`config.mk`:
```
export PLATFORM = sky130hd
export DESIGN_NAME = decode_stage_flat
export DESIGN_NICKNAME = d
export VERILOG_FILES = /design/src/rtl/decode_pkg.sv /design/src/rtl/decode_if.sv /design/src/rtl/decode_comb.sv /design/src/rtl/decode_stage.sv /design/src/flat_wrapper.sv
export SDC_FILE = /design/constraint.sdc
export NUM_CORES = 1
export LEC_CHECK = 0
export ABC_AREA = 1
export BUFFER_PORTS_ARGS = -buffer_cell sky130_fd_sc_hd__buf_2
export CAP_MARGIN = 10
export CELL_PAD_IN_SITES_DETAIL_PLACEMENT = 2
export CELL_PAD_IN_SITES_GLOBAL_PLACEMENT = 2
export CORE_ASPECT_RATIO = 0.8
export CORE_MARGIN = 5
export CORE_UTILIZATION = 32
export DETAILED_ROUTE_END_ITERATION = 10
export PLACE_DENSITY = 0.86
export SLEW_MARGIN = 20
export SYNTH_ARGS = -nofsm -noshare
export SYNTH_HDL_FRONTEND = slang
export SYNTH_SLANG_ARGS = --single-unit
```
`constraint.sdc`:
```
create_clock -name clk -period 1.8 [get_ports clk]
set_input_delay 0 -clock clk [delete_from_list [all_inputs] [get_ports clk]]
set_output_delay 0 -clock clk [all_outputs]
set_load 0.02 [all_outputs]
```
`src/rtl/decode_pkg.sv`:
```
// Shared constants and the decoded-record type for the decode stage.
// Record widths are sized for the widest configuration; users slice to XLEN/PC_W.
package decode_pkg;

    localparam int MAX_XLEN = 64;
    localparam int MAX_PC_W = 64;

    localparam logic [6:0] OPC_OP       = 7'b0110011;
    localparam logic [6:0] OPC_OP_IMM   = 7'b0010011;
    localparam logic [6:0] OPC_LOAD     = 7'b0000011;
    localparam logic [6:0] OPC_JALR     = 7'b1100111;
    localparam logic [6:0] OPC_SYSTEM   = 7'b1110011;
    localparam logic [6:0] OPC_MISC_MEM = 7'b0001111;
    localparam logic [6:0] OPC_STORE    = 7'b0100011;
    localparam logic [6:0] OPC_BRANCH   = 7'b1100011;
    localparam logic [6:0] OPC_LUI      = 7'b0110111;
    localparam logic [6:0] OPC_AUIPC    = 7'b0010111;
    localparam logic [6:0] OPC_JAL      = 7'b1101111;

    typedef enum logic [2:0] {
        FMT_R    = 3'd0,
        FMT_I    = 3'd1,
        FMT_S    = 3'd2,
        FMT_B    = 3'd3,
        FMT_U    = 3'd4,
        FMT_J    = 3'd5,
        FMT_NONE = 3'd7
    } fmt_e;

    typedef struct packed {
        logic [MAX_PC_W-1:0] pc;
        logic [6:0]          opcode;
        logic [4:0]          rd;
        logic [4:0]          rs1;
        logic [4:0]          rs2;
        logic [2:0]          funct3;
        logic [6:0]          funct7;
        logic [MAX_XLEN-1:0] imm;
        fmt_e                fmt;
        logic                rd_we;
        logic                illegal;
    } decoded_t;

endpackage

```
`src/rtl/decode_if.sv`:
```
// Fetch-side and execute-side handshake bundle of the decode stage.
// Both sides use valid/ready: a transfer happens on a clock edge where valid and ready are both 1.
interface decode_if #(
    parameter int XLEN = 32,
    parameter int PC_W = 32
);
    logic            in_valid;
    logic            in_ready;
    logic [31:0]     in_instr;
    logic [PC_W-1:0] in_pc;

    logic            out_valid;
    logic            out_ready;
    logic [PC_W-1:0] out_pc;
    logic [6:0]      out_opcode;
    logic [4:0]      out_rd;
    logic [4:0]      out_rs1;
    logic [4:0]      out_rs2;
    logic [2:0]      out_funct3;
    logic [6:0]      out_funct7;
    logic [XLEN-1:0] out_imm;
    logic [2:0]      out_fmt;
    logic            out_rd_we;
    logic            out_illegal;

    modport master (
        output in_valid, in_instr, in_pc, out_ready,
        input  in_ready, out_valid, out_pc, out_opcode, out_rd, out_rs1, out_rs2,
               out_funct3, out_funct7, out_imm, out_fmt, out_rd_we, out_illegal
    );

    modport slave (
        input  in_valid, in_instr, in_pc, out_ready,
        output in_ready, out_valid, out_pc, out_opcode, out_rd, out_rs1, out_rs2,
               out_funct3, out_funct7, out_imm, out_fmt, out_rd_we, out_illegal
    );
endinterface

```
`src/rtl/decode_comb.sv`:
```
// Combinational RV32I/RV64I decoder: instruction word + PC -> decoded record.
module decode_comb
    import decode_pkg::*;
#(
    parameter int XLEN  = 32,
    parameter int PC_W  = 32,
    parameter int RV32E = 0
) (
    input  logic [31:0]     instr_i,
    input  logic [PC_W-1:0] pc_i,
    output decoded_t        rec_o
);

    fmt_e        fmt;
    logic [63:0] imm_full;
    logic        use_rd;
    logic        use_rs1;
    logic        use_rs2;
    logic        bad_reg;

    always_comb begin
        fmt = FMT_NONE;
        if (instr_i[1:0] == 2'b11) begin
            case (instr_i[6:0])
                OPC_OP:                                               fmt = FMT_R;
                OPC_OP_IMM, OPC_LOAD, OPC_JALR, OPC_SYSTEM, OPC_MISC_MEM: fmt = FMT_I;
                OPC_STORE:                                            fmt = FMT_S;
                OPC_BRANCH:                                           fmt = FMT_B;
                OPC_LUI, OPC_AUIPC:                                   fmt = FMT_U;
                OPC_JAL:                                              fmt = FMT_J;
                default:                                              fmt = FMT_NONE;
            endcase
        end
    end

    assign use_rd  = (fmt == FMT_R) || (fmt == FMT_I) || (fmt == FMT_U) || (fmt == FMT_J);
    assign use_rs1 = (fmt == FMT_R) || (fmt == FMT_I) || (fmt == FMT_S) || (fmt == FMT_B);
    assign use_rs2 = (fmt == FMT_R) || (fmt == FMT_S) || (fmt == FMT_B);

    // Immediates are sign-extended to 64 bits; the record is canonical for any XLEN.
    always_comb begin
        imm_full = '0;
        case (fmt)
            FMT_I: imm_full = {{52{instr_i[31]}}, instr_i[31:20]};
            FMT_S: imm_full = {{52{instr_i[31]}}, instr_i[31:25], instr_i[11:7]};
            FMT_B: imm_full = {{51{instr_i[31]}}, instr_i[31], instr_i[7],
                               instr_i[30:25], instr_i[11:8], 1'b0};
            FMT_U: imm_full = {{32{instr_i[31]}}, instr_i[31:12], 12'b0};
            FMT_J: imm_full = {{43{instr_i[31]}}, instr_i[31], instr_i[19:12],
                               instr_i[20], instr_i[30:21], 1'b0};
            default: imm_full = '0;
        endcase
    end

    assign bad_reg = (RV32E != 0) &&
                     ((use_rd && instr_i[11]) || (use_rs1 && instr_i[19]) || (use_rs2 && instr_i[24]));

    always_comb begin
        rec_o                = '0;
        rec_o.pc[PC_W-1:0]   = pc_i;
        rec_o.opcode         = instr_i[6:0];
        rec_o.fmt            = fmt;
        rec_o.rd             = use_rd  ? instr_i[11:7]  : 5'd0;
        rec_o.rs1            = use_rs1 ? instr_i[19:15] : 5'd0;
        rec_o.rs2            = use_rs2 ? instr_i[24:20] : 5'd0;
        rec_o.funct3         = use_rs1 ? instr_i[14:12] : 3'd0;
        rec_o.funct7         = (fmt == FMT_R) ? instr_i[31:25] : 7'd0;
        rec_o.imm            = (XLEN == 32) ? {{32{imm_full[31]}}, imm_full[31:0]} : imm_full;
        rec_o.illegal        = (fmt == FMT_NONE) || bad_reg;
        rec_o.rd_we          = use_rd && (instr_i[11:7] != 5'd0) &&
                               (instr_i[6:0] != OPC_MISC_MEM) && !rec_o.illegal;
    end

endmodule

```
`src/rtl/decode_stage.sv`:
```
// Pipelined decode stage: decode_comb feeding a 2-entry registered output FIFO.
// Optional macro DECODE_PERF_CNT_EN adds decoded/illegal handshake counters.
module decode_stage
    import decode_pkg::*;
#(
    parameter int XLEN  = 32,
    parameter int PC_W  = 32,
    parameter int RV32E = 0
) (
    input  logic        clk,
    input  logic        rst_n,
    input  logic        flush,
    decode_if.slave     bus
`ifdef DECODE_PERF_CNT_EN
    ,
    output logic [31:0] perf_decoded,
    output logic [31:0] perf_illegal
`endif
);

    decoded_t   rec;
    decoded_t   head;
    decoded_t   mem_q [2];
    logic       wr_ptr_q, wr_ptr_d;
    logic       rd_ptr_q, rd_ptr_d;
    logic [1:0] count_q, count_d;
    logic       push;
    logic       pop;
    logic       unused_head_bits;

    decode_comb #(.XLEN(XLEN), .PC_W(PC_W), .RV32E(RV32E)) u_comb (
        .instr_i (bus.in_instr),
        .pc_i    (bus.in_pc),
        .rec_o   (rec)
    );

    assign bus.in_ready  = (count_q != 2'd2);
    assign bus.out_valid = (count_q != 2'd0);
    assign push          = bus.in_valid && bus.in_ready;
    assign pop           = bus.out_valid && bus.out_ready;

    // Flush wins over everything and rewinds the pointers with the count.
    always_comb begin
        wr_ptr_d = wr_ptr_q;
        rd_ptr_d = rd_ptr_q;
        count_d  = count_q;
        if (flush) begin
            wr_ptr_d = 1'b0;
            rd_ptr_d = 1'b0;
            count_d  = 2'd0;
        end else begin
            if (push) wr_ptr_d = ~wr_ptr_q;
            if (pop)  rd_ptr_d = ~rd_ptr_q;
            if (push && !pop)      count_d = count_q + 2'd1;
            else if (pop && !push) count_d = count_q - 2'd1;
        end
    end

    always_ff @(posedge clk or negedge rst_n) begin
        if (!rst_n) begin
            wr_ptr_q <= 1'b0;
            rd_ptr_q <= 1'b0;
            count_q  <= 2'd0;
            mem_q[0] <= '0;
            mem_q[1] <= '0;
        end else begin
            wr_ptr_q <= wr_ptr_d;
            rd_ptr_q <= rd_ptr_d;
            count_q  <= count_d;
            if (push && !flush) mem_q[wr_ptr_q] <= rec;
        end
    end

    assign head             = mem_q[rd_ptr_q];
    assign unused_head_bits = ^{head.pc, head.imm};

    assign bus.out_pc      = head.pc[PC_W-1:0];
    assign bus.out_opcode  = head.opcode;
    assign bus.out_rd      = head.rd;
    assign bus.out_rs1     = head.rs1;
    assign bus.out_rs2     = head.rs2;
    assign bus.out_funct3  = head.funct3;
    assign bus.out_funct7  = head.funct7;
    assign bus.out_imm     = head.imm[XLEN-1:0];
    assign bus.out_fmt     = head.fmt;
    assign bus.out_rd_we   = head.rd_we;
    assign bus.out_illegal = head.illegal;

`ifdef DECODE_PERF_CNT_EN
    logic [31:0] perf_decoded_q;
    logic [31:0] perf_illegal_q;

    always_ff @(posedge clk or negedge rst_n) begin
        if (!rst_n) begin
            perf_decoded_q <= '0;
            perf_illegal_q <= '0;
        end else if (pop) begin
            perf_decoded_q <= perf_decoded_q + 32'd1;
            if (head.illegal) perf_illegal_q <= perf_illegal_q + 32'd1;
        end
    end

    assign perf_decoded = perf_decoded_q;
    assign perf_illegal = perf_illegal_q;
`endif

endmodule

```
`src/flat_wrapper.sv`:
```
// flat-port wrapper written by rule: the top's interface ports become plain ports
module decode_stage_flat import decode_pkg::*;
#(
    parameter int XLEN  = 32,
    parameter int PC_W  = 32,
    parameter int RV32E = 0
)
  (clk, rst_n, flush, bus_in_valid, bus_in_instr, bus_in_pc, bus_out_ready, bus_in_ready, bus_out_valid, bus_out_pc, bus_out_opcode, bus_out_rd, bus_out_rs1, bus_out_rs2, bus_out_funct3, bus_out_funct7, bus_out_imm, bus_out_fmt, bus_out_rd_we, bus_out_illegal);
  decode_if #(.XLEN(XLEN), .PC_W(PC_W)) bus_i ();
  input  logic clk;
  input  logic rst_n;
  input  logic flush;
  input wire logic [$bits(bus_i.in_valid)-1:0] bus_in_valid;
  input wire logic [$bits(bus_i.in_instr)-1:0] bus_in_instr;
  input wire logic [$bits(bus_i.in_pc)-1:0] bus_in_pc;
  input wire logic [$bits(bus_i.out_ready)-1:0] bus_out_ready;
  output wire logic [$bits(bus_i.in_ready)-1:0] bus_in_ready;
  output wire logic [$bits(bus_i.out_valid)-1:0] bus_out_valid;
  output wire logic [$bits(bus_i.out_pc)-1:0] bus_out_pc;
  output wire logic [$bits(bus_i.out_opcode)-1:0] bus_out_opcode;
  output wire logic [$bits(bus_i.out_rd)-1:0] bus_out_rd;
  output wire logic [$bits(bus_i.out_rs1)-1:0] bus_out_rs1;
  output wire logic [$bits(bus_i.out_rs2)-1:0] bus_out_rs2;
  output wire logic [$bits(bus_i.out_funct3)-1:0] bus_out_funct3;
  output wire logic [$bits(bus_i.out_funct7)-1:0] bus_out_funct7;
  output wire logic [$bits(bus_i.out_imm)-1:0] bus_out_imm;
  output wire logic [$bits(bus_i.out_fmt)-1:0] bus_out_fmt;
  output wire logic [$bits(bus_i.out_rd_we)-1:0] bus_out_rd_we;
  output wire logic [$bits(bus_i.out_illegal)-1:0] bus_out_illegal;
  assign bus_i.in_valid = bus_in_valid;
  assign bus_i.in_instr = bus_in_instr;
  assign bus_i.in_pc = bus_in_pc;
  assign bus_i.out_ready = bus_out_ready;
  assign bus_in_ready = bus_i.in_ready;
  assign bus_out_valid = bus_i.out_valid;
  assign bus_out_pc = bus_i.out_pc;
  assign bus_out_opcode = bus_i.out_opcode;
  assign bus_out_rd = bus_i.out_rd;
  assign bus_out_rs1 = bus_i.out_rs1;
  assign bus_out_rs2 = bus_i.out_rs2;
  assign bus_out_funct3 = bus_i.out_funct3;
  assign bus_out_funct7 = bus_i.out_funct7;
  assign bus_out_imm = bus_i.out_imm;
  assign bus_out_fmt = bus_i.out_fmt;
  assign bus_out_rd_we = bus_i.out_rd_we;
  assign bus_out_illegal = bus_i.out_illegal;
  decode_stage #(.XLEN(XLEN), .PC_W(PC_W), .RV32E(RV32E)) u_core (.clk(clk), .rst_n(rst_n), .flush(flush), .bus(bus_i));
endmodule
```
== After elaboration in Yosys (flattened, before gate mapping) ==
Cells that the tools add are included.
Operators by class
  $add $sub $neg: 2
  order comparisons: 3
  equality and inequality tests: 20
  muxes and demuxes: 21
  bitwise logic cells: 4
  reduce and logical (&&, ||, !) cells: 28
Operator list (number)
  two-way mux 133 bit: 3
  bitwise mux 330 bit: 1
  demux 165 bit (select 1 bit): 1
  two-way mux 165 bit: 1
  case mux 32 bit (5 select lines): 1
  == test 7 bit, second input constant: 4
  == test 7 x 6 -> 1 bit, second input constant: 3
  case mux 3 bit (6 select lines): 1
  two-way mux 5 bit: 3
  == test 7 x 5 -> 1 bit, second input constant: 2
  == test 3 bit, second input constant: 3
  logical AND 1 bit: 9
  == test 7 x 2 -> 1 bit, second input constant: 1
  == test 7 x 4 -> 1 bit, second input constant: 1
  logical OR 1 bit: 7
  two-way mux 7 bit: 1
  inequality test 7 x 4 -> 1 bit, second input constant: 1
  == test 3 x 2 -> 1 bit, second input constant: 2
  two-way mux 2 bit: 3
  two-way mux 3 bit: 2
  nonzero test 2 bit: 3
  nonzero test 5 bit: 1
  OR reduction 5 bit: 1
  >= comparator 2 bit, second input constant: 2
  13 further kinds: 21
Storage, ports and cells
  flip-flop bits (word level): 334
  input port bits: 69
  output and inout bits: 103
  word-level logic and storage cells: 103

== Depth between registers and ports, before layout ==
  depth in word-level cells: 12
  mapped depth: 11
  depth with buffers taken out: 10

== Hierarchy ==
From an unflattened synthesis, not the netlist that was laid out.
Unflattened totals
  cells, all modules: 1404
  area total of the unflattened synthesis: 11248.3 sq um
Modules (own cells, without submodules)
  decode_stage: instances 1, cells each 1116, area an instance 9330.2 sq um, sequential area each 5154.9 sq um
  decode_comb: instances 1, cells each 288, area an instance 1918.1 sq um, sequential area each 0.0 sq um

== Worst setup path after synthesis ==
Ideal clock, no wire load.
  path kind: register -> register
  from: register u_core.count_q[1]
  to: register u_core.mem_q[201] (netlist bit)
  setup time: 0.118 ns
  arrival time: 1.414 ns
  required time: 1.682 ns
  path slack: 0.268 ns
  cell stages (with the launch flop): 9
  buffers on the path: 2
  clock period less this slack: 1.532 ns
  cells stage by stage: dfrtp_1 -> nand2_1 -> nand3_2 -> nor2_2 -> inv_2 -> buf_2 -> clkbuf_1 -> nand2_1 -> nand2_1
Between the ends
  longest elaborated chain between the ends: 3
Ends and longest elaborated chain
  from (decl): RTL line decode_stage.sv:26  | logic [1:0] count_q, count_d;
  from (signal assigned): RTL line decode_stage.sv:69  | count_q <= count_d;
  inequality test 2 bit: RTL line decode_stage.sv:37  | assign bus.in_ready = (count_q != 2'd2);
  net bus_in_ready: RTL line flat_wrapper.sv:17  | output wire logic [$bits(bus_i.in_ready)-1:0] bus_in_ready;
  logical AND 1 bit: RTL line decode_stage.sv:39  | assign push = bus.in_valid && bus.in_ready;
  logical AND 1 bit: RTL line decode_stage.sv:70  | if (push && !flush) mem_q[wr_ptr_q] <= rec;
  to (signal, indexed assignment): RTL line decode_stage.sv:70
  to (decl): RTL line decode_stage.sv:23  | decoded_t mem_q [2];
The timed path passes the listed nets, and every way through them passes these cells.
A chain may end at the register's enable or synchronous reset.

== Worst setup path after layout ==
  from: register u_core.rd_ptr_q
  to: output port bus_out_imm[27]
Between the ends
  longest elaborated chain between the ends: 4
Ends and longest elaborated chain
  from (decl): RTL line decode_stage.sv:25  | logic rd_ptr_q, rd_ptr_d;
  from (signal assigned): RTL line decode_stage.sv:68  | rd_ptr_q <= rd_ptr_d;
  NOT 1 -> 2 bit (implied by the code): RTL line decode_stage.sv:74  | assign head = mem_q[rd_ptr_q];
  two-way mux 133 bit (implied by the code) (3 in series): RTL line decode_stage.sv:74
  to (decl): RTL line flat_wrapper.sv:26  | output wire logic [$bits(bus_i.out_imm)-1:0] bus_out_imm;
No other way between the ends. The select of a mux whose other input is x is not followed.

==> qor.yml <==
final_layout:
  mostFrequentLayoutCell: "nand2_1"
  seqCellArea_sq_mm: 0.00516
  num-fill-cells: 3387
  layout.cells.non_filler: 2011
  syn2layout_area_growth_pct: 37.4
  final_util_pct: 44.8
  post_route_cells_drive_above_1_share_pct: 21.2
  layout_common_cells: "704 x nand2_1, 205 x dfrtp_1, 115 x buf_2, 111 x o21ai_0, 68 x dlygate4sd3_1"
  multi_input_area_sq_mm: 0.00429
  fin_nets: 1648
placed_design:
  hpwl_um: 25900
  port_buffers: 171
  dpl.cell_count: 1877
  gp_routability_congestion: 0.862
power_and_ir_drop:
  seq_power_share_pct: 36.2
  power_mw: 18.4
  ir_drop_v: 0.000769
  p_comb_share_pct: 35.0
  sw_frac_of_total_pct: 39.9
  clkPwrFrac_pct: 28.8
  internal-power_mw: 11.1
  switching_power_mw: 7.36
  power.density_mw_per_mm2: 1340
  p_leak_nw: 7.57
logic_synthesis:
  synth_edf_count: 0
  syn_area_sq_mm: 0.00998
  postSynthAreaPerCell_sq_um: 7.43
  ys_seq_area_share_pct: 51.6
  syn-num-nets: 1412
  ys_warn_count: 0
  synth.distinct_cells: 26
  synthFlopType: "dfrtp_1"
  synth_seq_cells: 206
  synthCells: 1343
  postSynth.asyncResetShare_pct: 100
grt:
  antenna_found_initial: 1
  first_global_vias: 11700
  grt_pass1_wl_um: 72100
  gr-total-overflow: 0
  grt_usage_pct: 26.0
  grt_max_degree: 54
die:
  io_pins: 172
  fp.dieH_um: 168
  die_w_um: 207
  start_util_pct: 32.6
  num_rows: 57
  core_area_sq_mm: 0.0306
  die_area_sq_mm: 0.0349
detailed_routing:
  totalWireLength_um: 53300
  wire_per_inst_um: 26.5
  drtIter0Drc: 847
  route.detailed.drc: 0
  vias: 10800
  vias_per_cell: 5.39
  antenna_left: 0
  firstDrtPassIters: 5
clocking:
  h-tree-depth: 1
  clock-sinks: 206
  clockBufferDepth: 3
  clk_pin_slew_worst_paths_ns: 0.06
  cts_made_buffers: 25
  insertion_delay_ns: 0.54
  tritoncts: "built"
  cts-root-buf: "clkbuf_16"
setup_path:
  endpoint_kind: "output port"
  r2r-start: "u_core.count_q[0]"
  arrival_ns: 1.87
  cp-start-kind: "flip-flop"
  cp.required_ns: 1.80
  crit_path_start: "u_core.rd_ptr_q"
  criticalPathCategory: "flip-flop to output port"
  worstPathMaxFanout: 23
sta:
  setup_viol: 14
  rsz0062_at_grt: "yes"
  fin_hold_ws_ns: 0.0144
  finalCriticalPeriod_ns: 1.87
  period_share_pct: 104
  worst_pin_slew_ns: 0.573
  fin_ws_ns: -0.0734
  fin_skew_ns: 0.0157
  maxSlewHeadroom_pct: 61.4
  hold_viol: 0
  fmax_ghz: 0.534
  slew_violations: 0
run_status:
  failed_checks: "setup timing"
  status: "finished, violations left"
worst_hold_path:
  hold_class: "primary input to async pin"
job:
  max_cap_viol_count: 0
-- layer usage --
layer / track usage, % / wire length (um) / vias up
li1: - / - / 4629
met1: 33.3 / 22000 / 5571
met2: 45.6 / 25600 / 480
met3: 3.61 / 2920 / 155
met4: 8.33 / 2750 / 0
met5: 0 / 0 / -
-- cell usage after synthesis (4+ instances only) --
master    count  area, sq um
buf_1         5         18.8
nand2_2       6         37.5
buf_6         4         45.0
dfrtp_1     206         5150
inv_2         9         33.8
nor2_4        4         45.0
clkbuf_1     43          161
inv_1        63          236
nand2_4       4         45.0
nand3_1      24          120
o21ai_1      16         80.1
nand2_1     735         2760
nand4_1      30          188
nor2_2        4         25.0
buf_2        23          115
nor2_1       26         97.6
a21oi_1       5         25.0
nand3_2      12          120
o21ai_0     112          561
-- sequential cells by signal, summed over array words and instances (netlist names) --
| name | cells |
|---|---|
| u_core.wr_ptr_q | 1 |
| u_core.count_q | 2 |
| u_core.mem_q | 202 |
| u_core.rd_ptr_q | 1 |
-- worst paths after layout --
path	endpoint	slack (ns)	depth (start not counted)
setup / recovery	bus_out_imm[27]	-0.07	5
hold / removal	u_core.mem_q[120]	0.01	2
setup reg to reg	u_core.mem_q[237]	0.05	8
hold reg to reg	u_core.mem_q[10]	0.48	2
max in group asynchronous	u_core.rd_ptr_q	1.04	3
min in group clk	u_core.mem_q[271]	0.29	4
-- through the flow --
stage	instance area [sq um]	worst slack [ns]	setup TNS (ns)
floorplan	9980	0.268	0
global placement	11400	0.282	0
detailed placement	11400	0.221	0
CTS	13200	-0.0228	-0.0365
global route	13700	-0.0897	-1.10
finish	13700	-0.0734	-0.306
-- cell type report --
class / count / area share, %
sequential: 206 / 37.6
multi-input combinational: 984 / 31.2
timing repair buffer: 286 / 18.9
clock buffer: 32 / 5.12
tap: 413 / 3.77
inverter: 75 / 2.28
clock inverter: 13 / 0.885
timing repair inverter: 1 / 0.219
antenna: 1 / 0.0182
-- cell families (layout without fill, tap and decap cells) --
group	count (synthesis)	count (layout)	synth area share [%]
flip-flops	206	206	51.6
buffers and inverters	153	407	6.45
AND/OR/NAND/NOR	850	850	35.2
AO/OA/AOI/OAI	134	134	6.74
other	0	1	0
-- critical path, stage by stage (launching register included) --
cell	delay, ns
dfrtp_4	0.50
buf_12	0.17
buf_16	0.18
nand2_1	0.20
nand2_4	0.11
buf_6	0.15
-- power groups by stage --
stage | registers, mW | clock network (mW) | logic, mW
global route | 6.75 | 5.57 | 6.86
detailed placement | 6.54 | 0 | 4.85
floorplan | 6.32 | 0 | 3.00
global placement | 6.46 | 0 | 4.64
CTS | 6.51 | 5.21 | 5.42
finish | 6.67 | 5.30 | 6.45
-- repair_timing --
| action | in CTS | in global routing |
|---|---|---|
| pin swaps | 0 | 8 |
| gates cloned | 4 | 11 |
| gates resized for setup | 48 | 81 |
| hold buffers | 68 | 0 |
| setup buffers | 1 | 4 |
| endpoints found under the setup margin | 93 | 94 |
| endpoints found under the hold margin | 372 | 0 |
No activity file was read; power rests on OpenSTA's default activity.
